==> src/rtl/x_load_sequencer_pkg.sv <==
// Shared encodings and defaults for the X-operand load sequencer.
package x_load_sequencer_pkg;

  localparam int unsigned X_COL_W  = 3;
  localparam int unsigned X_DATA_W = 32;
  localparam int unsigned X_ADDR_W = 8;

  localparam logic [2:0] ST_IDLE    = 3'd0;
  localparam logic [2:0] ST_REQ     = 3'd1;
  localparam logic [2:0] ST_WAIT    = 3'd2;
  localparam logic [2:0] ST_PRESENT = 3'd3;
  localparam logic [2:0] ST_COL_END = 3'd4;
  localparam logic [2:0] ST_DONE    = 3'd5;

  typedef enum logic [2:0] {
    S_IDLE    = ST_IDLE,
    S_REQ     = ST_REQ,
    S_WAIT    = ST_WAIT,
    S_PRESENT = ST_PRESENT,
    S_COL_END = ST_COL_END,
    S_DONE    = ST_DONE
  } x_state_e;

  // Words to load in a given column: first column is wide, last column loads nothing.
  function automatic int unsigned col_quota(input int unsigned col, input int unsigned n_cols,
                                            input int unsigned first, input int unsigned next);
    if (col == 0) return first;
    if (col == n_cols - 1) return 0;
    return next;
  endfunction

endpackage

==> src/rtl/x_load_sequencer_hold.sv <==
// ROM latency pipe plus holding register; presents captured words with valid/ready.
module x_load_sequencer_hold
  import x_load_sequencer_pkg::*;
#(
  parameter int unsigned DATA_W  = X_DATA_W,
  parameter int unsigned ROM_LAT = 1
) (
  input  logic              clk,
  input  logic              rst,
  input  logic              req_i,
  input  logic [DATA_W-1:0] rom_data_i,
  input  logic              ready_i,
  output logic [DATA_W-1:0] data_o,
  output logic              valid_o,
  output logic              capture_o
);

  logic [ROM_LAT-1:0] pipe_q, pipe_d;
  logic [DATA_W-1:0]  data_q, data_d;
  logic               valid_q, valid_d;

  always_comb begin
    pipe_d  = ROM_LAT'({pipe_q, req_i});
    data_d  = data_q;
    valid_d = valid_q;
    if (valid_q && ready_i) valid_d = 1'b0;
    // Last pipe stage marks the cycle the ROM drives data for the issued read
    if (pipe_q[ROM_LAT-1]) begin
      data_d  = rom_data_i;
      valid_d = 1'b1;
    end
  end

  always_ff @(posedge clk or negedge rst) begin
    if (!rst) begin
      pipe_q  <= '0;
      data_q  <= '0;
      valid_q <= 1'b0;
    end else begin
      pipe_q  <= pipe_d;
      data_q  <= data_d;
      valid_q <= valid_d;
    end
  end

  assign data_o    = data_q;
  assign valid_o   = valid_q;
  assign capture_o = pipe_q[ROM_LAT-1];

endmodule

==> src/rtl/x_load_sequencer.sv <==
// Walks X words out of the ROM and hands them to the X buffer column by column.
module x_load_sequencer
  import x_load_sequencer_pkg::*;
#(
  parameter int unsigned ADDR_W      = X_ADDR_W,
  parameter int unsigned DATA_W      = X_DATA_W,
  parameter int unsigned N_COLS      = 8,
  parameter int unsigned N_ROWS      = 4,
  parameter int unsigned WORDS_FIRST = 3,
  parameter int unsigned WORDS_NEXT  = 1,
  parameter int unsigned ROM_LAT     = 1
) (
  input  logic               clk,
  input  logic               rst,
  input  logic               start_i,
  input  logic [ADDR_W-1:0]  base_addr_i,
  output logic               rom_en_o,
  output logic [ADDR_W-1:0]  rom_addr_o,
  input  logic [DATA_W-1:0]  rom_data_i,
  output logic [DATA_W-1:0]  x_load_o,
  output logic               valid_input_o,
  input  logic               load_en_i,
  output logic [X_COL_W-1:0] col_counter_o,
  input  logic               col_step_i,
  output logic               busy_o,
  output logic               done_o
);

  localparam int unsigned ROW_W  = (N_ROWS > 1) ? $clog2(N_ROWS) : 1;
  localparam int unsigned WCNT_W = $clog2(WORDS_FIRST + 1);

  x_state_e           state_q, state_d;
  logic [ADDR_W-1:0]  addr_q, addr_d, rom_addr_q, rom_addr_d;
  logic [X_COL_W-1:0] col_q, col_d;
  logic [ROW_W-1:0]   row_q, row_d;
  logic [WCNT_W-1:0]  wcnt_q, wcnt_d, wcnt_inc;
  logic               rom_en_q, rom_en_d, busy_q, busy_d, done_q, done_d;
  logic               capture, xfer_c;

  function automatic logic [WCNT_W-1:0] quota_of(input logic [X_COL_W-1:0] c);
    return WCNT_W'(col_quota(32'(c), N_COLS, WORDS_FIRST, WORDS_NEXT));
  endfunction

  x_load_sequencer_hold #(.DATA_W(DATA_W), .ROM_LAT(ROM_LAT)) u_hold (
    .clk        (clk),
    .rst        (rst),
    .req_i      (rom_en_q),
    .rom_data_i (rom_data_i),
    .ready_i    (load_en_i),
    .data_o     (x_load_o),
    .valid_o    (valid_input_o),
    .capture_o  (capture)
  );

  assign xfer_c   = valid_input_o & load_en_i;
  assign wcnt_inc = wcnt_q + WCNT_W'(1);

  always_comb begin
    state_d = state_q;
    addr_d  = addr_q;
    col_d   = col_q;
    row_d   = row_q;
    wcnt_d  = wcnt_q;
    unique case (state_q)
      S_IDLE: if (start_i) begin
        addr_d  = base_addr_i;
        col_d   = '0;
        row_d   = '0;
        wcnt_d  = '0;
        state_d = S_REQ;
      end
      S_REQ: begin
        addr_d  = addr_q + ADDR_W'(1);
        state_d = S_WAIT;
      end
      S_WAIT: if (capture) state_d = S_PRESENT;
      S_PRESENT: if (xfer_c) begin
        wcnt_d  = wcnt_inc;
        state_d = (wcnt_inc == quota_of(col_q)) ? S_COL_END : S_REQ;
      end
      // A transfer never coexists with COL_END, so col_step here is always a real advance
      S_COL_END: if (col_step_i) begin
        wcnt_d = '0;
        col_d  = col_q + X_COL_W'(1);
        if (col_q == X_COL_W'(N_COLS - 1)) begin
          col_d = '0;
          row_d = row_q + ROW_W'(1);
        end
        if (col_q == X_COL_W'(N_COLS - 1) && row_q == ROW_W'(N_ROWS - 1)) begin
          row_d   = '0;
          state_d = S_DONE;
        end else begin
          state_d = (quota_of(col_d) == '0) ? S_COL_END : S_REQ;
        end
      end
      S_DONE:  state_d = S_IDLE;
      default: state_d = S_IDLE;
    endcase

    rom_en_d   = (state_d == S_REQ);
    rom_addr_d = rom_en_d ? addr_d : rom_addr_q;
    busy_d     = (state_d != S_IDLE);
    done_d     = (state_d == S_DONE);
  end

  always_ff @(posedge clk or negedge rst) begin
    if (!rst) begin
      state_q    <= S_IDLE;
      addr_q     <= '0;
      col_q      <= '0;
      row_q      <= '0;
      wcnt_q     <= '0;
      rom_en_q   <= 1'b0;
      rom_addr_q <= '0;
      busy_q     <= 1'b0;
      done_q     <= 1'b0;
    end else begin
      state_q    <= state_d;
      addr_q     <= addr_d;
      col_q      <= col_d;
      row_q      <= row_d;
      wcnt_q     <= wcnt_d;
      rom_en_q   <= rom_en_d;
      rom_addr_q <= rom_addr_d;
      busy_q     <= busy_d;
      done_q     <= done_d;
    end
  end

  assign rom_en_o      = rom_en_q;
  assign rom_addr_o    = rom_addr_q;
  assign col_counter_o = col_q;
  assign busy_o        = busy_q;
  assign done_o        = done_q;

endmodule

==> config.mk <==
export PLATFORM = sky130hd
export DESIGN_NAME = x_load_sequencer
export DESIGN_NICKNAME = d
export VERILOG_FILES = /design/src/rtl/x_load_sequencer_pkg.sv /design/src/rtl/x_load_sequencer_hold.sv /design/src/rtl/x_load_sequencer.sv
export SDC_FILE = /design/constraint.sdc
export NUM_CORES = 1
export LEC_CHECK = 0
export BUFFER_PORTS_ARGS = -buffer_cell sky130_fd_sc_hd__buf_2
export CORE_MARGIN = 3
export CORE_UTILIZATION = 51
export CTS_CLUSTER_DIAMETER = 30
export DETAILED_ROUTE_END_ITERATION = 6
export MAX_ROUTING_LAYER = met4
export PLACE_DENSITY = 0.86
export REMOVE_ABC_BUFFERS = 1
export SETUP_SLACK_MARGIN = 0.02
export SYNTH_ARGS = -nofsm -noshare
export SYNTH_HDL_FRONTEND = slang
export SYNTH_HIERARCHICAL = 1
export SYNTH_SLANG_ARGS = --single-unit
export TNS_END_PERCENT = 20
==> constraint.sdc <==
create_clock -name clk -period 3.1 [get_ports clk]
set_clock_uncertainty 0.2 [all_clocks]
set_input_delay 0.465 -clock clk [delete_from_list [all_inputs] [get_ports clk]]
set_output_delay 0.465 -clock clk [all_outputs]
set_load 0.02 [all_outputs]
# Word level (Yosys, flattened, before mapping)
# Index checks and enable logic that the tools add are counted.
# totals
output_inout_bits	47
inputBits	45
reg_bits	63
# classes
n_eq_ne	14
n_mux	55
bitwise	1
n_reduce_logical	13
n_addsub	4
# op_table
operator	n
2-bit two-way mux	19
3-bit two-way mux	12
1-bit two-way mux	18
8-bit case mux with 2 select lines	1
3-bit case mux with 5 select lines	1
3-bit == test (second input constant)	4
3-bit logical NOT	3
8-bit by 1-bit adder with 8-bit output (second input constant)	1
8-bit two-way mux	1
4-bit AND reduction	2
3-bit by 1-bit == test with 1-bit output (second input constant)	2
3-bit by 2-bit == test with 1-bit output (second input constant)	2
2-bit inequality test (second input constant)	3
2-bit case mux with 3 select lines	1
3-bit case mux with 2 select lines	1
3-bit nonzero test	2
2-bit by 1-bit adder with 2-bit output (second input constant)	2
2-bit case mux with 2 select lines	1
2-bit nonzero test	2
3-bit by 1-bit adder with 3-bit output (second input constant)	1
3-bit inequality test (second input constant)	1
3-bit AND reduction	1
2-bit == test	1
2-bit == test (second input constant)	1
other kinds (3)	4

# Logic depth before layout (Yosys ltp)
# Gate-level depths: netlist of the first run.
# depth
word_depth	24
depth_mapped	8

# Hierarchy
# The synthesis of the first run kept the hierarchy.
# modules_own_cells
module	cells_each	area_per_inst_um2	n_inst
x_load_sequencer	168	1655.3	1
x_load_sequencer_hold	72	1402.6	1

# Worst setup path after synthesis of the first run
# No wires, ideal clock.
# synth_timing
kind	register to register
from	reg col_q[0] (netlist: col_counter_o[0])
to	reg rom_addr_q[0] (netlist: rom_addr_o[0])
period_less_slack_ns	2.686
stages_incl_launch_ff	9
path_slack_ns	0.414
setup_time_ns	0.125
n_path_buf	1
arrival_time_ns	2.361
path_cell_list	dfrtp_1 ha_1 ha_1 buf_6 or3_1 a211oi_2 nor3_1 o221ai_4 mux2_2
# synth_via
elab_chain_cells	21
elab_cells_between_ends	47
# synth_rtl
item	line	rtl
start, declared	x_load_sequencer.sv:34	logic [X_COL_W-1:0] col_q, col_d;
start signal, assigned	x_load_sequencer.sv:120	col_q <= col_d;
3-bit by 1-bit adder with 3-bit output / 3-bit == test (equally long branches)	n/a	
3-bit two-way mux	x_load_sequencer.sv:85	if (col_q == X_COL_W'(N_COLS - 1)) begin
3-bit two-way mux	x_load_sequencer.sv:82	S_COL_END: if (col_step_i) begin
3-bit two-way mux	x_load_sequencer.sv:64	unique case (state_q)
3-bit == test	x_load_sequencer_pkg.sv:28	if (col == n_cols - 1) return 0;
1-bit two-way mux (2 in series)	x_load_sequencer_pkg.sv:28	
1-bit two-way mux	x_load_sequencer.sv:89	if (col_q == X_COL_W'(N_COLS - 1) && row_q == ROW_W'(N_ROWS - 1)) begin
1-bit two-way mux	x_load_sequencer.sv:82	
(+4 left out)	n/a	
2-bit two-way mux	x_load_sequencer.sv:82	
2-bit two-way mux	x_load_sequencer.sv:64	
2-bit logical NOT	x_load_sequencer.sv:93	state_d = (quota_of(col_d) == '0) ? S_COL_END : S_REQ;
3-bit two-way mux	x_load_sequencer.sv:93	
3-bit two-way mux	x_load_sequencer.sv:89	
3-bit two-way mux	x_load_sequencer.sv:82	
3-bit case mux with 5 select lines *	x_load_sequencer.sv:64	
3-bit by 1-bit == test with 1-bit output *	x_load_sequencer.sv:100	rom_en_d = (state_d == S_REQ);
end signal, assigned	x_load_sequencer.sv:124	rom_addr_q <= rom_addr_d;
end, declared	x_load_sequencer.sv:33	logic [ADDR_W-1:0] addr_q, addr_d, rom_addr_q, rom_addr_d;
# Mark *: on every way between the ends. The rest lies on a longest branch, timed or not. The select of a mux whose other input is x is not followed.
# A chain may end at the register's enable or synchronous reset.

# Worst setup path in the final report of the first run
# Same ends and word-level chain as after synthesis.

==> results.md, run 1 <==
- Async S/R FF share, synth: 1.00
- Hold-fix buffer count after cts: 0
- Detailed-route via count: 2172
- Worst hold slack after final layout: 21.4 ps
- Maximum number of pins on one net before global-route repair: 39
- Total wire length: 6230 µm
- Least-Margin Pin Slew: 814 ps
- Met1 global-route usage: 0.268
- Count of flip-flops with a built-in enable after synthesis: 0
- Global routing's busiest layer: met2
- Synthesized area: 0.00306 mm²
- CTS-repair resized insts: 0
- Status: complete, no violations
- Iteration count of the initial detailed-routing pass: 5
- Unique cell type count in the Yosys netlist: 47
- Hold Fails Final Rpt: 0
- Number of standard-cell rows in the floorplan: 27
- Maximum operating frequency: 361 MHz
- Total negative slack for setup checks: 0 ps
- Critical path endpoint category: flop
- VDD IR-drop max: 0.492 mV
- Detailed Place HPWL: 4480 µm
- Proportion of layout cells with a drive suffix above 1: 0.475
- Root buf cell: clkbuf_8
- Cell count after synthesis: 240
- Count of routing violations after the opening detailed-route iteration: 118
- Starting density of the core: 0.542
- Final period util: 0.895
- RSZ-0062 raised after global routing: false
- DIE AREA: 0.00696 mm²
- Setup crit start kind: flop
- Most used cells in the layout excluding fill and tap cells: buf_2, dfrtp_1, mux2_4
- GRT Total Usage: 0.198
- Latest clock arrival within the worst-skew pair: 330 ps
- Max-cap violation count: 0
- IO Port Bufs: 91
- Crit Path Category: reg -> reg
- Boundary pin count: 92
- Worst relative slew slack: 0.457
- Most common library cell in the layout ignoring fill and taps: buf_2
- Leakage dissipation: 0.00184 µW
- Detailed-route vias per instance: 5.28
- Pwr Density: 912 mW/mm²
- Number of global-route vias before repair: 2194
- Largest fanout on the critical path: 10
- Final critical delay including setup and external delays: 2770 ps
- Nets@finish: 386
- TritonCTS clock tree: done
- Routing usage on met2: 0.289
- Fill cell instance count of the final layout: 403
- Total core area: 0.00564 mm²
- Die width: 83.4 µm
- Number of placed instances with taps included: 395
- Buffer count from post-CTS setup fixing: 0
- Per-instance average area after synthesis: 12.7 µm²
- Ys Warns: 6
- Number of nets still failing antenna checks after routing: 0
- Floorplan die height: 83.4 µm
- Synthesis-to-finish area growth: 22.8%
- Met3 GRT Util: 0.0516
- Leftover overflow at the end of global routing: 0
- Number of storage elements in the synthesis netlist: 63
- Req. time, crit path: 3120 ps
- Inserted Clock Buffers: 9
- Antenna violations before repair: 0
- Leading register cell type out of synthesis: dfrtp_1
- Antenna diodes: 0
- Post-route insts no fill: 411
- Core occupancy in the finished layout: 0.666
- CTS H-tree depth: 3
- Clock transition at the registers of the reported paths: 70 ps
- First-pass GRT wire length: 10700 µm
- Number of pins with negative max-slew slack in the final report: 0
- Worst hold path class: in -> async
- Count of clock tree sinks: 63
- Total setup violations reported at the end of the flow: 0
- DRC: 0
- Register area share after synthesis: 0.516
- Largest buffer count on any clock path: 2
- Endpoint arrival time on the critical path: 2790 ps
- Final GP Congestion: 0.929
- Per-cell routed wire length: 15.2 µm
## synthesized netlist by cell type, types with 2 or more instances
cell | instances | share of area
buf_2 | 3 | 0.0049
or2_2 | 3 | 0.0061
mux2_4 | 29 | 0.14
ha_1 | 7 | 0.029
mux2_2 | 11 | 0.041
nor3_1 | 3 | 0.0049
and2_1 | 2 | 0.0041
o221ai_1 | 2 | 0.0057
a21oi_1 | 10 | 0.016
buf_12 | 3 | 0.020
nor2b_1 | 4 | 0.0082
and3_1 | 4 | 0.0082
a31oi_1 | 2 | 0.0041
o311ai_0 | 3 | 0.0086
nand3_1 | 6 | 0.0098
buf_6 | 3 | 0.011
inv_1 | 9 | 0.011
a211oi_1 | 2 | 0.0049
o31ai_1 | 3 | 0.0074
nand2_1 | 15 | 0.018
nor2_1 | 11 | 0.014
clkbuf_1 | 3 | 0.0037
xor2_1 | 2 | 0.0057
nand2b_1 | 2 | 0.0041
dfrtp_1 | 63 | 0.52
mux2i_1 | 2 | 0.0065
o21ai_0 | 11 | 0.018
nand3b_1 | 3 | 0.0074
## cell type report
type	count	area, µm²	share of cell area
sequential	63	1580	0.420
clock inverter	4	76.3	0.0203
tap	72	90.1	0.0240
clock buffer	12	165	0.0440
multi-input combinational	156	1330	0.353
timing repair buffer	95	485	0.129
inverter	9	33.8	0.00899
## metal layers
metal  part of all wire  vias up
li1                   -     1042
met2               0.45      102
met3              0.071        7
met1               0.47     1021
met5                  0        -
met4              0.010        0
## worst max-delay path, stage by stage (launching register included)
cell      delay [ps]
dfrtp_1          420
ha_1             240
ha_1             280
or3_1            420
a211oi_2         240
nor3_1           110
o221ai_4         360
mux2_2           390
## stage by stage
step,setup slack [ps],power [µW],cell area [µm²]
after floorplan,302,2170,2940
after global placement,421,2570,3510
after detailed placement,348,2610,3510
after CTS,315,3460,3760
after global routing,194,3630,3760
final,326,3430,3760
## cells by family (layout without fill, tap and decap cells)
group,Yosys count,in the layout,share of synthesized area
compound gates,43,43,0.0990
flops,63,63,0.516
xor+xnor,3,3,0.00859
buf+inv,21,120,0.0503
simple gates,61,61,0.108
fa+ha+maj,7,7,0.0286
mux,42,42,0.189
## worst paths after layout
check,endpoint,cells past startpoint,from,slack [ps]
setup / recovery,rom_addr_o[0]$_DFFE_PN0N_,7,col_counter_o[0]$_DFFE_PN0P_,330
hold / removal,u_hold/data_o[22]$_DFFE_PN0P_,1,rst,20
setup reg to reg,rom_addr_o[0]$_DFFE_PN0N_,7,col_counter_o[0]$_DFFE_PN0P_,330
hold reg to reg,u_hold/capture_o$_DFF_PN0_,0,rom_en_o$_DFF_PN0_,190
max in group asynchronous,u_hold/data_o[10]$_DFFE_PN0P_,2,rst,1960
min in group clk,u_hold/data_o[23]$_DFFE_PN0P_,2,rom_data_i[23],160
## registers in the layout (all words and copies together) (netlist names)
| name | cells |
|---|---|
| col_counter_o | 3 |
| rom_addr_o | 8 |
| state_q | 3 |
| done_o | 1 |
| u_hold/data_o | 32 |
| rom_en_o | 1 |
| addr_q | 8 |
| wcnt_q | 2 |
| busy_o | 1 |
| u_hold/capture_o | 1 |
| u_hold/valid_o | 1 |
| row_q | 2 |
## power breakdown
| group | switching (µW) | internal (µW) | leakage [µW] | total (µW) |
|---|---|---|---|---|
| sequential | 211 | 1140 | 0.000753 | 1350 |
| combinational | 675 | 575 | 0.000965 | 1250 |
| clock | 308 | 520 | 0.000119 | 828 |
| total | 1190 | 2230 | 0.00184 | 3430 |
No activity file was read; power rests on OpenSTA's default activity.
==> run 2, diff against run 1 <==
--- a/config.mk
+++ b/config.mk
@@ -9,6 +9,7 @@
 export CORE_MARGIN = 3
 export CORE_UTILIZATION = 51
 export CTS_CLUSTER_DIAMETER = 30
+export CTS_CLUSTER_SIZE = 20
 export DETAILED_ROUTE_END_ITERATION = 6
 export MAX_ROUTING_LAYER = met4
 export PLACE_DENSITY = 0.86
==> constraint.sdc (replaced) <==
create_clock -name clk -period 3.1 [get_ports clk]
set_clock_uncertainty 0.2 [all_clocks]
set_input_delay 0.775 -clock clk [delete_from_list [all_inputs] [get_ports clk]]
set_output_delay 0.775 -clock clk [all_outputs]
set_load 0.02 [all_outputs]
==> run 2 against run 1 <==
Against the previous run: total power decreased by 5.0%; clock power down 21%; sequential share of layout area rose by 0.80 points; cell count fell by 0.49%; worst hold slack better by 150 ps; first-iteration DRC count decreased by 47%; combinational power about the same; routed wire length increased by 1.8%; sequential power hardly changed; critical path type unchanged.
==> results.md, run 2 (synthesized netlist as in run 1, its figures left out) <==
- Status: complete, no violations
- DIE AREA: 0.00696 mm² (unchanged)
- Per-cell routed wire length: 15.5 µm (+2.3%)
- Leftover overflow at the end of global routing: 0 (unchanged)
- Floorplan die height: 83.4 µm (unchanged)
- Clock transition at the registers of the reported paths: 70 ps (about the same)
- Worst hold path class: reg -> reg
- Maximum operating frequency: 362 MHz (+0.45%)
- Latest clock arrival within the worst-skew pair: 330 ps (about the same)
- Root buf cell: clkbuf_8
- GRT Total Usage: 0.196 (-0.00209)
- Largest buffer count on any clock path: 2 (unchanged)
- Critical path endpoint category: flop
- Final GP Congestion: 0.842 (-9.4%)
- Largest fanout on the critical path: 10 (unchanged)
- Total setup violations reported at the end of the flow: 0 (unchanged)
- Inserted Clock Buffers: 9 (unchanged)
- Number of standard-cell rows in the floorplan: 27 (unchanged)
- Maximum number of pins on one net before global-route repair: 64 (+64%)
- Total core area: 0.00564 mm² (unchanged)
- Worst relative slew slack: 0.493 (+0.0354)
- Most used cells in the layout excluding fill and tap cells: buf_2, dfrtp_1, mux2_4
- Buffer count from post-CTS setup fixing: 0 (unchanged)
- Crit Reg-Reg Startpoint: col_counter_o[0]$_DFFE_PN0P_
- Most common library cell in the layout ignoring fill and taps: buf_2
- Iteration count of the initial detailed-routing pass: 4 (-1)
- Boundary pin count: 92 (unchanged)
- Total wire length: 6340 µm (+1.8%)
- Fill cell instance count of the final layout: 413 (+2.5%)
- Count of routing violations after the opening detailed-route iteration: 63 (-47%)
- Worst hold slack after final layout: 174 ps (+153 ps)
- Hold Fails Final Rpt: 0 (unchanged)
- Hold-fix buffer count after cts: 0 (unchanged)
- TritonCTS clock tree: done
- Setup crit start kind: flop
- Max-cap violation count: 0 (unchanged)
- Number of nets still failing antenna checks after routing: 0 (unchanged)
- Req. time, crit path: 3120 ps (about the same)
- Antenna diodes: 0 (unchanged)
- Final period util: 0.891 (-0.00399)
- Count of clock tree sinks: 63 (unchanged)
- Number of pins with negative max-slew slack in the final report: 0 (unchanged)
- Detailed-route via count: 2182 (+0.46%)
- Proportion of layout cells with a drive suffix above 1: 0.466 (-0.00905)
- Antenna violations before repair: 0 (unchanged)
- Least-Margin Pin Slew: 761 ps (-53.1 ps)
- Detailed-route vias per instance: 5.33 (+0.95%)
- Crit Path Category: reg -> reg
- DRC: 0 (unchanged)
- Timing startpoint of the critical path: col_counter_o[0]$_DFFE_PN0P_
- Starting density of the core: 0.542 (unchanged)
- Pwr Density: 883 mW/mm² (-3.2%)
- Number of global-route vias before repair: 2221 (+1.2%)
- First-pass GRT wire length: 10700 µm (+0.58%)
- Detailed Place HPWL: 4580 µm (+2.2%)
- RSZ-0062 raised after global routing: false
- Endpoint arrival time on the critical path: 2780 ps (about the same)
- Final critical delay including setup and external delays: 2760 ps (-12.4 ps)
- Flip-flop count of the largest register, all copies and words added: 32 (unchanged)
- Hold path startpoint: rom_en_o$_DFF_PN0_
- IO Port Bufs: 91 (unchanged)
- Die width: 83.4 µm (unchanged)
- CTS-repair resized insts: 0 (unchanged)
- Nets@finish: 385 (-0.26%)
- Leakage dissipation: 0.00180 µW (-1.9%)
- CTS H-tree depth: 3 (unchanged)
- Total negative slack for setup checks: 0 ps (unchanged)
- VDD IR-drop max: 0.505 mV (+2.7%)
- Synthesis-to-finish area growth: 20.5%
[run 2: cell count changes in the layout (fill, tap and decap cells not counted), sizes merged]
cell,change
bufinv,-1
buf,-1
clkbuf,-1
clkinv,+1
[run 2: report_power, final]
| part | switching [µW] | internal [µW] | leakage (µW) | total, µW |
|---|---|---|---|---|
| logic | 675 | 574 | 0.000960 | 1250 |
| registers | 213 | 1140 | 0.000753 | 1350 |
| clock network | 289 | 364 | 0.0000892 | 653 |
[run 2: cell type report]
class | instances | area [µm²] | area share
sequential | 63 | 1580 | 0.428
multi-input combinational | 156 | 1330 | 0.360
timing repair buffer | 94 | 478 | 0.130
clock buffer | 11 | 131 | 0.0356
tap | 72 | 90.1 | 0.0244
clock inverter | 4 | 47.5 | 0.0129
inverter | 9 | 33.8 | 0.00916
[run 2: worst paths after layout]
| path | endpoint | slack, ps | depth (start not counted) |
|---|---|---|---|
| setup / recovery | rom_addr_o[3]$_DFFE_PN0N_ | 340 | 7 |
| hold / removal | u_hold/capture_o$_DFF_PN0_ | 170 | 0 |
| setup reg to reg | rom_addr_o[3]$_DFFE_PN0N_ | 340 | 7 |
| hold reg to reg | u_hold/capture_o$_DFF_PN0_ | 170 | 0 |
| max in group asynchronous | u_hold/capture_o$_DFF_PN0_ | 1750 | 2 |
| min in group asynchronous | u_hold/data_o[7]$_DFFE_PN0P_ | 400 | 2 |
[run 2: stage by stage]
| step | instance area (µm²) | util | worst slack [ps] | power [µW] | cells |
|---|---|---|---|---|---|
| finish | 3690 | 0.653 | 339 | 3250 | 409 |
| detailed placement | 3510 | 0.622 | 330 | 2610 | 394 |
| floorplan | 2940 | - | 302 | 2170 | 228 |
| global placement | 3510 | 0.622 | 412 | 2560 | 394 |
| CTS | 3690 | 0.653 | 312 | 3290 | 409 |
| global route | 3690 | 0.653 | 164 | 3450 | 409 |
[run 2: worst max-delay path, cell delays in order (launching register included)]
cell and delay [ps]:
dfrtp_1 420, ha_1 240, ha_1 280, or3_1 410, a211oi_2 240, nor3_1 110
o221ai_4 370, mux2_2 390
[run 2: routing by layer]
layer | vias up | part of all wire | global-route usage
met3 | 4 | 0.074 | 0.0556
li1 | 1046 | - | -
met2 | 95 | 0.44 | 0.300
met4 | 0 | 0.0071 | 0.0482
met1 | 1037 | 0.47 | 0.260
met5 | - | 0 | -
